$ cat config.mk
export PLATFORM = sky130hd
export DESIGN_NAME = pipe_stage_reg
export DESIGN_NICKNAME = d
export VERILOG_FILES = /design/src/rtl/pipe_stage_reg.sv
export SDC_FILE = /design/constraint.sdc
export NUM_CORES = 1
export LEC_CHECK = 0
export CORE_UTILIZATION = 43
export DETAILED_ROUTE_END_ITERATION = 8
export GPL_ROUTABILITY_DRIVEN = 0
export PLACE_DENSITY = 0.89
export SYNTH_ARGS = -nofsm -noshare
export SYNTH_HDL_FRONTEND = slang
export SYNTH_SLANG_ARGS = --single-unit
export TNS_END_PERCENT = 1
$ cat constraint.sdc
create_clock -name clk -period 4.5 [get_ports clk]
set_clock_uncertainty 0.2 [all_clocks]
set_input_delay 0.675 -clock clk [delete_from_list [all_inputs] [get_ports clk]]
set_output_delay 0.675 -clock clk [all_outputs]
set_load 0.05 [all_outputs]
$ cat src/rtl/pipe_stage_reg.sv
// -----------------------------------------------------------------------------
// pipe_stage_reg
//
// Pipeline stage register with valid/ready flow control, synchronous flush and
// bubble-as-NOP control zeroing. The payload (DATA_W) holds its last value
// when the stage is empty. The control bits (CTRL_W) are forced to zero when
// the stage is empty, so a bubble reaches downstream as a NOP.
//
// Build option (macro PIPE_STAGE_SKID_EN):
//   undefined : single main register. in_ready = !out_valid || out_ready is
//               combinational from out_ready. count is 0..1.
//   defined   : main register plus one skid register. in_ready = !skid_valid
//               comes straight from a flop, which cuts the ready path.
//               count is 0..2.
//
// Handshake: a transfer happens on a rising edge where valid && ready are both
// high. Upstream may not withdraw or change an offered entry until it has been
// accepted. out_valid/out_ctrl/out_data come straight from flops.
//
// Ports:
//   clk       in   clock, rising edge
//   rst       in   synchronous active-high reset (has priority over flush)
//   flush     in   synchronous kill of all held entries and any same-cycle input
//   in_valid  in   upstream entry valid
//   in_ready  out  stage accepts an entry this cycle
//   in_ctrl   in   [CTRL_W] upstream control bits
//   in_data   in   [DATA_W] upstream payload
//   out_valid out  entry presented downstream
//   out_ready in   downstream accepts (stall when low)
//   out_ctrl  out  [CTRL_W] control of presented entry, zero when invalid
//   out_data  out  [DATA_W] payload of presented entry, holds when invalid
//   count     out  [2] number of held entries
// -----------------------------------------------------------------------------
module pipe_stage_reg #(
    parameter int DATA_W = 32,
    parameter int CTRL_W = 4
) (
    input  logic              clk,
    input  logic              rst,
    input  logic              flush,
    input  logic              in_valid,
    output logic              in_ready,
    input  logic [CTRL_W-1:0] in_ctrl,
    input  logic [DATA_W-1:0] in_data,
    output logic              out_valid,
    input  logic              out_ready,
    output logic [CTRL_W-1:0] out_ctrl,
    output logic [DATA_W-1:0] out_data,
    output logic [1:0]        count
);

    // Main register.
    logic              valid_q, valid_d;
    logic [CTRL_W-1:0] ctrl_q,  ctrl_d;
    logic [DATA_W-1:0] data_q,  data_d;

    logic in_fire;
    logic out_fire;

    assign out_valid = valid_q;
    assign out_ctrl  = ctrl_q;
    assign out_data  = data_q;
    assign out_fire  = valid_q && out_ready;

`ifdef PIPE_STAGE_SKID_EN
    // Skid register. It is only ever full while main is full and stalled.
    logic              skid_valid_q, skid_valid_d;
    logic [CTRL_W-1:0] skid_ctrl_q,  skid_ctrl_d;
    logic [DATA_W-1:0] skid_data_q,  skid_data_d;

    assign in_ready = !skid_valid_q;
    assign in_fire  = in_valid && in_ready;
    assign count    = {1'b0, valid_q} + {1'b0, skid_valid_q};

    always_comb begin
        valid_d      = valid_q;
        ctrl_d       = ctrl_q;
        data_d       = data_q;
        skid_valid_d = skid_valid_q;
        skid_ctrl_d  = skid_ctrl_q;
        skid_data_d  = skid_data_q;
        if (flush) begin
            valid_d      = 1'b0;
            ctrl_d       = '0;
            skid_valid_d = 1'b0;
            skid_ctrl_d  = '0;
        end else if (skid_valid_q) begin
            // in_ready is low here, so only the drain of skid into main matters.
            if (out_ready) begin
                valid_d      = 1'b1;
                ctrl_d       = skid_ctrl_q;
                data_d       = skid_data_q;
                skid_valid_d = 1'b0;
                skid_ctrl_d  = '0;
            end
        end else if (in_fire) begin
            if (!valid_q || out_ready) begin
                valid_d = 1'b1;
                ctrl_d  = in_ctrl;
                data_d  = in_data;
            end else begin
                // Main is stalled: park the entry in skid.
                skid_valid_d = 1'b1;
                skid_ctrl_d  = in_ctrl;
                skid_data_d  = in_data;
            end
        end else if (out_fire) begin
            valid_d = 1'b0;
            ctrl_d  = '0;
        end
    end

    always_ff @(posedge clk) begin
        if (rst) begin
            skid_valid_q <= 1'b0;
            skid_ctrl_q  <= '0;
            skid_data_q  <= '0;
        end else begin
            skid_valid_q <= skid_valid_d;
            skid_ctrl_q  <= skid_ctrl_d;
            skid_data_q  <= skid_data_d;
        end
    end
`else
    assign in_ready = !valid_q || out_ready;
    assign in_fire  = in_valid && in_ready;
    assign count    = {1'b0, valid_q};

    always_comb begin
        valid_d = valid_q;
        ctrl_d  = ctrl_q;
        data_d  = data_q;
        if (flush) begin
            valid_d = 1'b0;
            ctrl_d  = '0;
        end else if (in_fire) begin
            // This covers a simultaneous output fire too, so there is no bubble.
            valid_d = 1'b1;
            ctrl_d  = in_ctrl;
            data_d  = in_data;
        end else if (out_fire) begin
            valid_d = 1'b0;
            ctrl_d  = '0;
        end
    end
`endif

    always_ff @(posedge clk) begin
        if (rst) begin
            valid_q <= 1'b0;
            ctrl_q  <= '0;
            data_q  <= '0;
        end else begin
            valid_q <= valid_d;
            ctrl_q  <= ctrl_d;
            data_q  <= data_d;
        end
    end

endmodule

After elaboration in Yosys (flattened, before gate mapping)
Index checks and enable logic that the tools add are counted.
{"block": "op_classes", "mux": 4, "bitwise_logic": 1, "reduce_logical": 7}
{"operator": "4-bit 2-to-1 mux", "count": 2}
{"operator": "1-bit logical AND", "count": 2}
{"operator": "1-bit 2-to-1 mux", "count": 2}
{"operator": "2-bit AND reduction", "count": 1}
{"operator": "2-bit nonzero test", "count": 1}
{"operator": "2-bit OR reduction", "count": 1}
{"operator": "1-bit logical NOT", "count": 1}
{"operator": "1-bit logical OR", "count": 1}
{"operator": "1-bit inverter", "count": 1}
{"block": "totals", "ff_bits": 37, "in_bits": 41, "elab_cells": 15}

Depth between registers and ports, before layout
Gate-level depths: netlist of the first run.
{"block": "logic_depth", "depth_word": 4, "mapped_depth": 6, "mapped_depth_nobuf": 4}

Worst setup path after synthesis of the first run
No wires, ideal clock.
{"block": "synth_path", "path_kind": "flip-flop to output port", "from": "register valid_q, in the netlist out_valid", "to": "output in_ready", "arrival_time_ns": 1.342, "required_ns": 3.625, "slack_ns": 2.283, "path_stages_with_launch": 4, "cell_sequence": "dfxtp_1 nor2b_4 buf_2 inv_1"}
{"block": "synth_via", "elab_chain_cells": 2}
{"element": "start, declared", "line": "53", "text": "logic valid_q, valid_d;"}
{"element": "start signal, assigned", "line": "154", "text": "valid_q <= valid_d;"}
{"element": "1-bit logical NOT", "line": "125", "text": "assign in_ready = !valid_q || out_ready;"}
{"element": "1-bit logical OR", "line": "125"}
{"element": "end, declared", "line": "42", "text": "output logic in_ready,"}
No other way between the ends.

Worst setup path in the final report of the first run
{"block": "layout_path", "from": "input out_ready", "to": "output in_ready"}
{"block": "layout_via", "elab_chain_cells": 1}
{"element": "start, declared", "line": "46", "text": "input logic out_ready,"}
{"element": "1-bit logical OR", "line": "125"}
No other way between the ends.

==> results of run 1 <==
-- final cells by class --
cell class | count | area, um^2 | share of cell area (%)
clock buffers | 7 | 86.33 | 3.570
repair buffers | 81 | 805.8 | 33.32
multi-input cells | 112 | 724.4 | 29.95
well taps | 46 | 57.56 | 2.380
inverters | 1 | 3.754 | 0.1552
flip-flops and latches | 37 | 740.7 | 30.63
-- Yosys cell counts --
| library cell | number |
|---|---|
| nor3_1 | 4 |
| nor2b_4 | 1 |
| dfxtp_1 | 37 |
| mux2i_1 | 2 |
| buf_4 | 3 |
| or2_2 | 1 |
| a211oi_1 | 1 |
| buf_1 | 1 |
| o21ai_0 | 22 |
| o21ai_1 | 10 |
| clkbuf_8 | 1 |
| nand2b_4 | 1 |
| or3b_1 | 32 |
| conb_1 | 1 |
| nor2_1 | 1 |
| a21oi_1 | 32 |
| clkbuf_1 | 7 |
| inv_1 | 1 |
| buf_6 | 6 |
| buf_2 | 2 |
| clkbuf_2 | 1 |
| a32oi_1 | 4 |
-- per-layer routing --
metal | up-vias | track usage [%]
met5 | - | 0
met3 | 4 | 7.428
met1 | 621 | 19.91
met4 | 0 | 6.250
met2 | 54 | 33.64
li1 | 753 | -
-- kinds of logic (layout without fill, tap and decap cells) --
| group | after synthesis | count (layout) | synth area share (%) |
|---|---|---|---|
| compound gates | 69 | 69 | 22.43 |
| simple gates | 40 | 40 | 20.88 |
| flops | 37 | 37 | 45.78 |
| buf+inv | 22 | 89 | 9.434 |
| mux | 2 | 2 | 1.237 |
| other cells | 1 | 1 | 0.2318 |
-- state kept, by name (all words and copies together) (netlist names) --
name	cells
out_ctrl	4
out_data	32
out_valid	1
-- worst reg2reg max path, stage by stage (launching register included) --
cell	delay, ps
dfxtp_1	400
nor2b_4	180
buf_4	430
a32oi_1	120
a211oi_1	230
-- final timing paths --
check                           slack (ps)                      start  cells after the start                         to
worst max register to register        2820     out_valid$_SDFFE_PP0P_                      4   out_ctrl[2]$_SDFFE_PP0P_
worst max-delay path                  1420                  out_ready                      4                   in_ready
worst min-delay path                   270  out_data[30]$_SDFFE_PP0P_                      2  out_data[30]$_SDFFE_PP0P_
worst min register to register         270  out_data[30]$_SDFFE_PP0P_                      2  out_data[30]$_SDFFE_PP0P_
-- power groups by stage --
| stage | logic, mW | clock network [mW] | registers, mW |
|---|---|---|---|
| floorplan | 0.0516 | 0 | 0.408 |
| global placement | 0.166 | 0 | 0.356 |
| detailed placement | 0.167 | 0 | 0.357 |
| CTS | 0.168 | 0.231 | 0.350 |
| global route | 0.177 | 0.251 | 0.351 |
| finish | 0.167 | 0.222 | 0.350 |
==> results.sh, run 1 <==
export IMPL_p_leak_nw=0.8317
export IMPL_hold_class="flop to flop"
export IMPL_cts_tree="built"
export IMPL_synth_area_leader_cell="dfxtp_1"
export IMPL_cts_sinks=37
export IMPL_dr_pass1_iters=4
export IMPL_viasPerCell=5.042
export IMPL_cts_root_buf="clkbuf_8"
export IMPL_critPathBufInv=3
export IMPL_clkTransAtPathRegs_ps=70
export IMPL_wl_per_cell_um=12.36
export IMPL_postRouteWirelength_um=3510
export IMPL_top_layer="met4"
export IMPL_fillCellCount=302
export IMPL_antenna_left=0
export IMPL_cp_start_kind="primary input"
export IMPL_dp_cells=277
export IMPL_die_y_um=63.34
export IMPL_grt_pass1_wl_um=5899
export IMPL_grt_pass1_vias=1378
export IMPL_final_cell_mix="79 x clkdlybuf4s50_1, 37 x dfxtp_1, 32 x or3b_1, 32 x a21oi_1, 22 x o21ai_0"
export IMPL_synth_distinct_cells=22
export IMPL_dpl_instance_area_um2=2332
export IMPL_fin_crit_ps=3079
export IMPL_switching_share_pct=27.27
export IMPL_dr_wl_met3_um=270
export IMPL_wl_met1_um=1529
export IMPL_worstPathArrival_ps=2200
export IMPL_setup_ws_ps=1421
export IMPL_antenna_found_initial=0
export IMPL_clk_path_buf_depth=2
export IMPL_met2WireLength_um=1684
export IMPL_hold_viol_final=0
export IMPL_cp_max_fo=4
export IMPL_status="completed"
export IMPL_pin_count=81
export IMPL_die_area_um2=4011
export IMPL_vias=1432
export IMPL_p_int_mw=0.5374
export IMPL_synth_nets=212
export IMPL_worstSetupEndpointType="primary output"
export IMPL_fmax_mhz=324.8
export IMPL_postCtsHoldBufs=0
export IMPL_tightest_slew_ps=1160
export IMPL_synth_top_area_share_pct=45.78
export IMPL_utilization_pct=69.73
export IMPL_pwr_share_comb_pct=22.6
export IMPL_pre_cts_slack_ps=1408
export IMPL_synth_area_leaders="dfxtp_1 46%, or3b_1 17%, a21oi_1 9.9%"
export IMPL_mostFrequentLayoutCell="clkdlybuf4s50_1"
export IMPL_holdWs_ps=274.4
export IMPL_cp_top_family="buffers and inverters"
export IMPL_setup_violations=0
export IMPL_numPortBuffers=79
export IMPL_ys_seq_area_share_pct=45.78
export IMPL_critical_path_max_stage_delay_ps=810
export IMPL_vdd_drop_max_v=0.0002464
export IMPL_cp_slowest_cell="clkdlybuf4s50_1"
export IMPL_rows=21
export IMPL_drc=0
export IMPL_finalNetCount=279
export IMPL_switchingPower_mw=0.2015
export IMPL_grt_overflow=0
export IMPL_maxSlewViolCount=0
export IMPL_p_seq_share_pct=47.3
export IMPL_grt_max_degree=67
export IMPL_cts_resized_gates=0
export IMPL_drive_gt1_share_pct=4.622
export IMPL_yosys_register_bits=37
export IMPL_drv_cap=0
export IMPL_drt_iter0_markers=109
export IMPL_final_cells=284
export IMPL_fin_crit_sh_pct=68.43
export IMPL_yosys_warnings=0
export IMPL_rsz0062_at_grt="no"
export IMPL_postSynthCellCount=171
export IMPL_design_power_total_mw=0.7389
export IMPL_insertedDiodeCount=0
export IMPL_start_util_pct=46.65
export IMPL_required_ps=3620
export IMPL_power_density_nw_per_um2=305.5
export IMPL_core_area_um2=3468
export IMPL_post_route_cell_area_um2=2419
export IMPL_avgSynthCellArea_um2=9.461
export IMPL_cts_made_buffers=5
export IMPL_post_cts_buffers=0
export IMPL_path_cells="clkdlybuf4s50_1 -> nor2b_4 -> inv_1 -> clkdlybuf4s50_1"
export IMPL_clk_latency_ps=270
export IMPL_die_w_um=63.34
export IMPL_gr_usage_all_layers_pct=18.84
export IMPL_syn_cell_area_um2=1618
export IMPL_area_growth_pct=49.50
export IMPL_h_tree_depth=2
export IMPL_critPathKind="primary input to primary output"
export IMPL_clkPwrFrac_pct=30.1
export IMPL_maxSlewHeadroom_pct=22.41
export IMPL_worst_path_most_repeated_cell="clkdlybuf4s50_1"
export IMPL_finalSetupTns_ps=0
export IMPL_hpwl_um=2322
No activity file was read; power rests on OpenSTA's default activity.
==> run 2, diff against run 1 <==
--- a/config.mk
+++ b/config.mk
@@ -5,10 +5,10 @@
 export SDC_FILE = /design/constraint.sdc
 export NUM_CORES = 1
 export LEC_CHECK = 0
-export CORE_UTILIZATION = 43
+export CORE_UTILIZATION = 40
 export DETAILED_ROUTE_END_ITERATION = 8
 export GPL_ROUTABILITY_DRIVEN = 0
-export PLACE_DENSITY = 0.89
+export PLACE_DENSITY = 0.84
 export SYNTH_ARGS = -nofsm -noshare
 export SYNTH_HDL_FRONTEND = slang
 export SYNTH_SLANG_ARGS = --single-unit
==> constraint.sdc (replaced) <==
create_clock -name clk -period 2.85 [get_ports clk]
set_clock_uncertainty 0.2 [all_clocks]
set_input_delay 0.4275 -clock clk [delete_from_list [all_inputs] [get_ports clk]]
set_output_delay 0.4275 -clock clk [all_outputs]
set_load 0.05 [all_outputs]
==> run 2 against run 1 <==
Compared with the run above:
- wire length increased by 1.9%
- global-route usage fell by 0.54 points
- final area shrank 0.16%
- non-clock buffer count unchanged
- flip-flop and latch count stayed put
- worst setup slack got worse by 950 ps
- power up 57%
- final cell count is 1.1% higher
- critical path depth unchanged
- hold slack gained 0.63 ps
- critical path type unchanged
==> results.sh, run 2 (synthesis gave the netlist of run 1 again) <==
export IMPL_postCtsHoldBufs=0
export IMPL_fmax_mhz=420.2
export IMPL_wl_per_cell_um=12.46
export IMPL_drt_iter0_markers=117
export IMPL_clk_path_buf_depth=2
export IMPL_cp_top_family="buffers and inverters"
export IMPL_dr_pass1_iters=4
export IMPL_p_leak_nw=0.8322
export IMPL_seqCellArea_um2=740.7
export IMPL_finalSetupTns_ps=0
export IMPL_fin_crit_sh_pct=83.50
export IMPL_path_cells="clkdlybuf4s50_1 -> nor2b_4 -> inv_1 -> buf_4"
export IMPL_switching_share_pct=28.67
export IMPL_final_cell_mix="78 x clkdlybuf4s50_1, 37 x dfxtp_1, 32 x or3b_1, 32 x a21oi_1, 22 x o21ai_0"
export IMPL_die_w_um=65.60
export IMPL_mostFrequentLayoutCell="clkdlybuf4s50_1"
export IMPL_finalNetCount=279
export IMPL_power_density_nw_per_um2=479.4
export IMPL_clk_latency_ps=280
export IMPL_numPortBuffers=79
export IMPL_vias=1453
export IMPL_utilization_pct=64.03
export IMPL_die_y_um=65.60
export IMPL_grt_overflow=0
export IMPL_cts_root_buf="clkbuf_8"
export IMPL_start_util_pct=42.90
export IMPL_hold_viol_final=0
export IMPL_grt_max_degree=65
export IMPL_cts_resized_gates=0
export IMPL_vdd_drop_max_v=0.0003104
export IMPL_drc=0
export IMPL_viasPerCell=5.063
export IMPL_die_area_um2=4303
export IMPL_drive_gt1_share_pct=5.439
export IMPL_pwr_share_comb_pct=22.7
export IMPL_drv_cap=0
export IMPL_multi_input_area_um2=724.4
export IMPL_largest_register_ffs=32
export IMPL_p_int_mw=0.8258
export IMPL_hold_class="flop to flop"
export IMPL_status="completed"
export IMPL_p_seq_share_pct=47.7
export IMPL_post_cts_buffers=0
export IMPL_critical_path_max_stage_delay_ps=490
export IMPL_setup_violations=0
export IMPL_rsz0062_at_grt="no"
export IMPL_critPathBufInv=3
export IMPL_h_tree_depth=2
export IMPL_gr_usage_all_layers_pct=18.31
export IMPL_tightest_slew_ps=523.3
export IMPL_required_ps=2220
export IMPL_worstSetupEndpointType="primary output"
export IMPL_pin_count=81
export IMPL_antenna_left=0
export IMPL_clkPwrFrac_pct=29.5
export IMPL_rows=22
export IMPL_cts_sinks=37
export IMPL_worstPathArrival_ps=1750
export IMPL_hpwl_um=2383
export IMPL_antenna_found_initial=0
export IMPL_core_area_um2=3771
export IMPL_fillCellCount=334
export IMPL_maxSlewHeadroom_pct=65.00
export IMPL_cts_tree="built"
export IMPL_clkTransAtPathRegs_ps=70
export IMPL_maxSlewViolCount=0
export IMPL_grt_pass1_vias=1360
export IMPL_cp_max_fo=28
export IMPL_switchingPower_mw=0.3318
export IMPL_fin_crit_ps=2380
export IMPL_cp_slowest_cell="clkdlybuf4s50_1"
export IMPL_insertedDiodeCount=0
export IMPL_critPathKind="primary input to primary output"
export IMPL_cts_made_buffers=5
export IMPL_area_growth_pct=49.27
export IMPL_grt_pass1_wl_um=5989
export IMPL_postRouteWirelength_um=3575
export IMPL_cp_start_kind="primary input"
run 2: changes by cell type in the layout (fill, tap and decap cells not counted):
cell	delta
clkinv_2	+2
clkbuf_8	-1
buf_4	+1
clkdlybuf4s50_1	-1
run 2: layout make-up:
| class | instances | share of cell area [%] |
|---|---|---|
| clock buffer | 6 | 3.005 |
| tap | 48 | 2.487 |
| sequential | 37 | 30.67 |
| timing repair buffer | 81 | 33.26 |
| multi-input combinational | 112 | 30.00 |
| inverter | 1 | 0.1554 |
| clock inverter | 2 | 0.4145 |
run 2: tightest hold or removal path, stage by stage (launching register included):
cell     delay [ps]
dfxtp_1         310
o21ai_0          60
a21oi_1          60
run 2: worst paths after layout:
path | start | to | slack [ps] | cells after the start
setup reg to reg | out_valid$_SDFFE_PP0P_ | out_data[9]$_SDFFE_PP0P_ | 990 | 4
setup / recovery | out_ready | in_ready | 470 | 4
hold reg to reg | out_data[1]$_SDFFE_PP0P_ | out_data[1]$_SDFFE_PP0P_ | 280 | 2
hold / removal | out_data[1]$_SDFFE_PP0P_ | out_data[1]$_SDFFE_PP0P_ | 280 | 2
run 2: power by group through the flow:
stage / clock (mW) / combinational [mW] / sequential (mW)
finish: 0.342 / 0.263 / 0.552
CTS: 0.352 / 0.265 / 0.553
global route: 0.384 / 0.280 / 0.555
floorplan: 0 / 0.0815 / 0.645
global placement: 0 / 0.261 / 0.563
detailed placement: 0 / 0.264 / 0.564
run 2: layer usage:
metal / vias to the layer above / track usage, % / share of wire (%)
li1: 755 / - / -
met1: 640 / 20.66 / 46
met2: 52 / 32.60 / 47
met3: 6 / 4.514 / 5.6
met4: 0 / 7.337 / 1.3
met5: - / 0 / 0
run 2: through the flow:
| stage | cell area [um^2] | std cells | power, mW | hold slack (ps) | worst slack, ps |
|---|---|---|---|---|---|
| 6_report | 2415 | 287 | 1.158 | 275.0 | 470.1 |
| 5_1_grt | 2415 | 287 | 1.218 | 289.4 | 339.5 |
| 4_1_cts | 2415 | 287 | 1.170 | 277.7 | 445.3 |
| 3_5_place_dp | 2332 | 279 | 0.8282 | 267.6 | 441.1 |
| 3_3_place_gp | 2332 | 279 | 0.8243 | 259.5 | 504.1 |
| 2_1_floorplan | 1618 | 171 | 0.7261 | 306.0 | 864.3 |
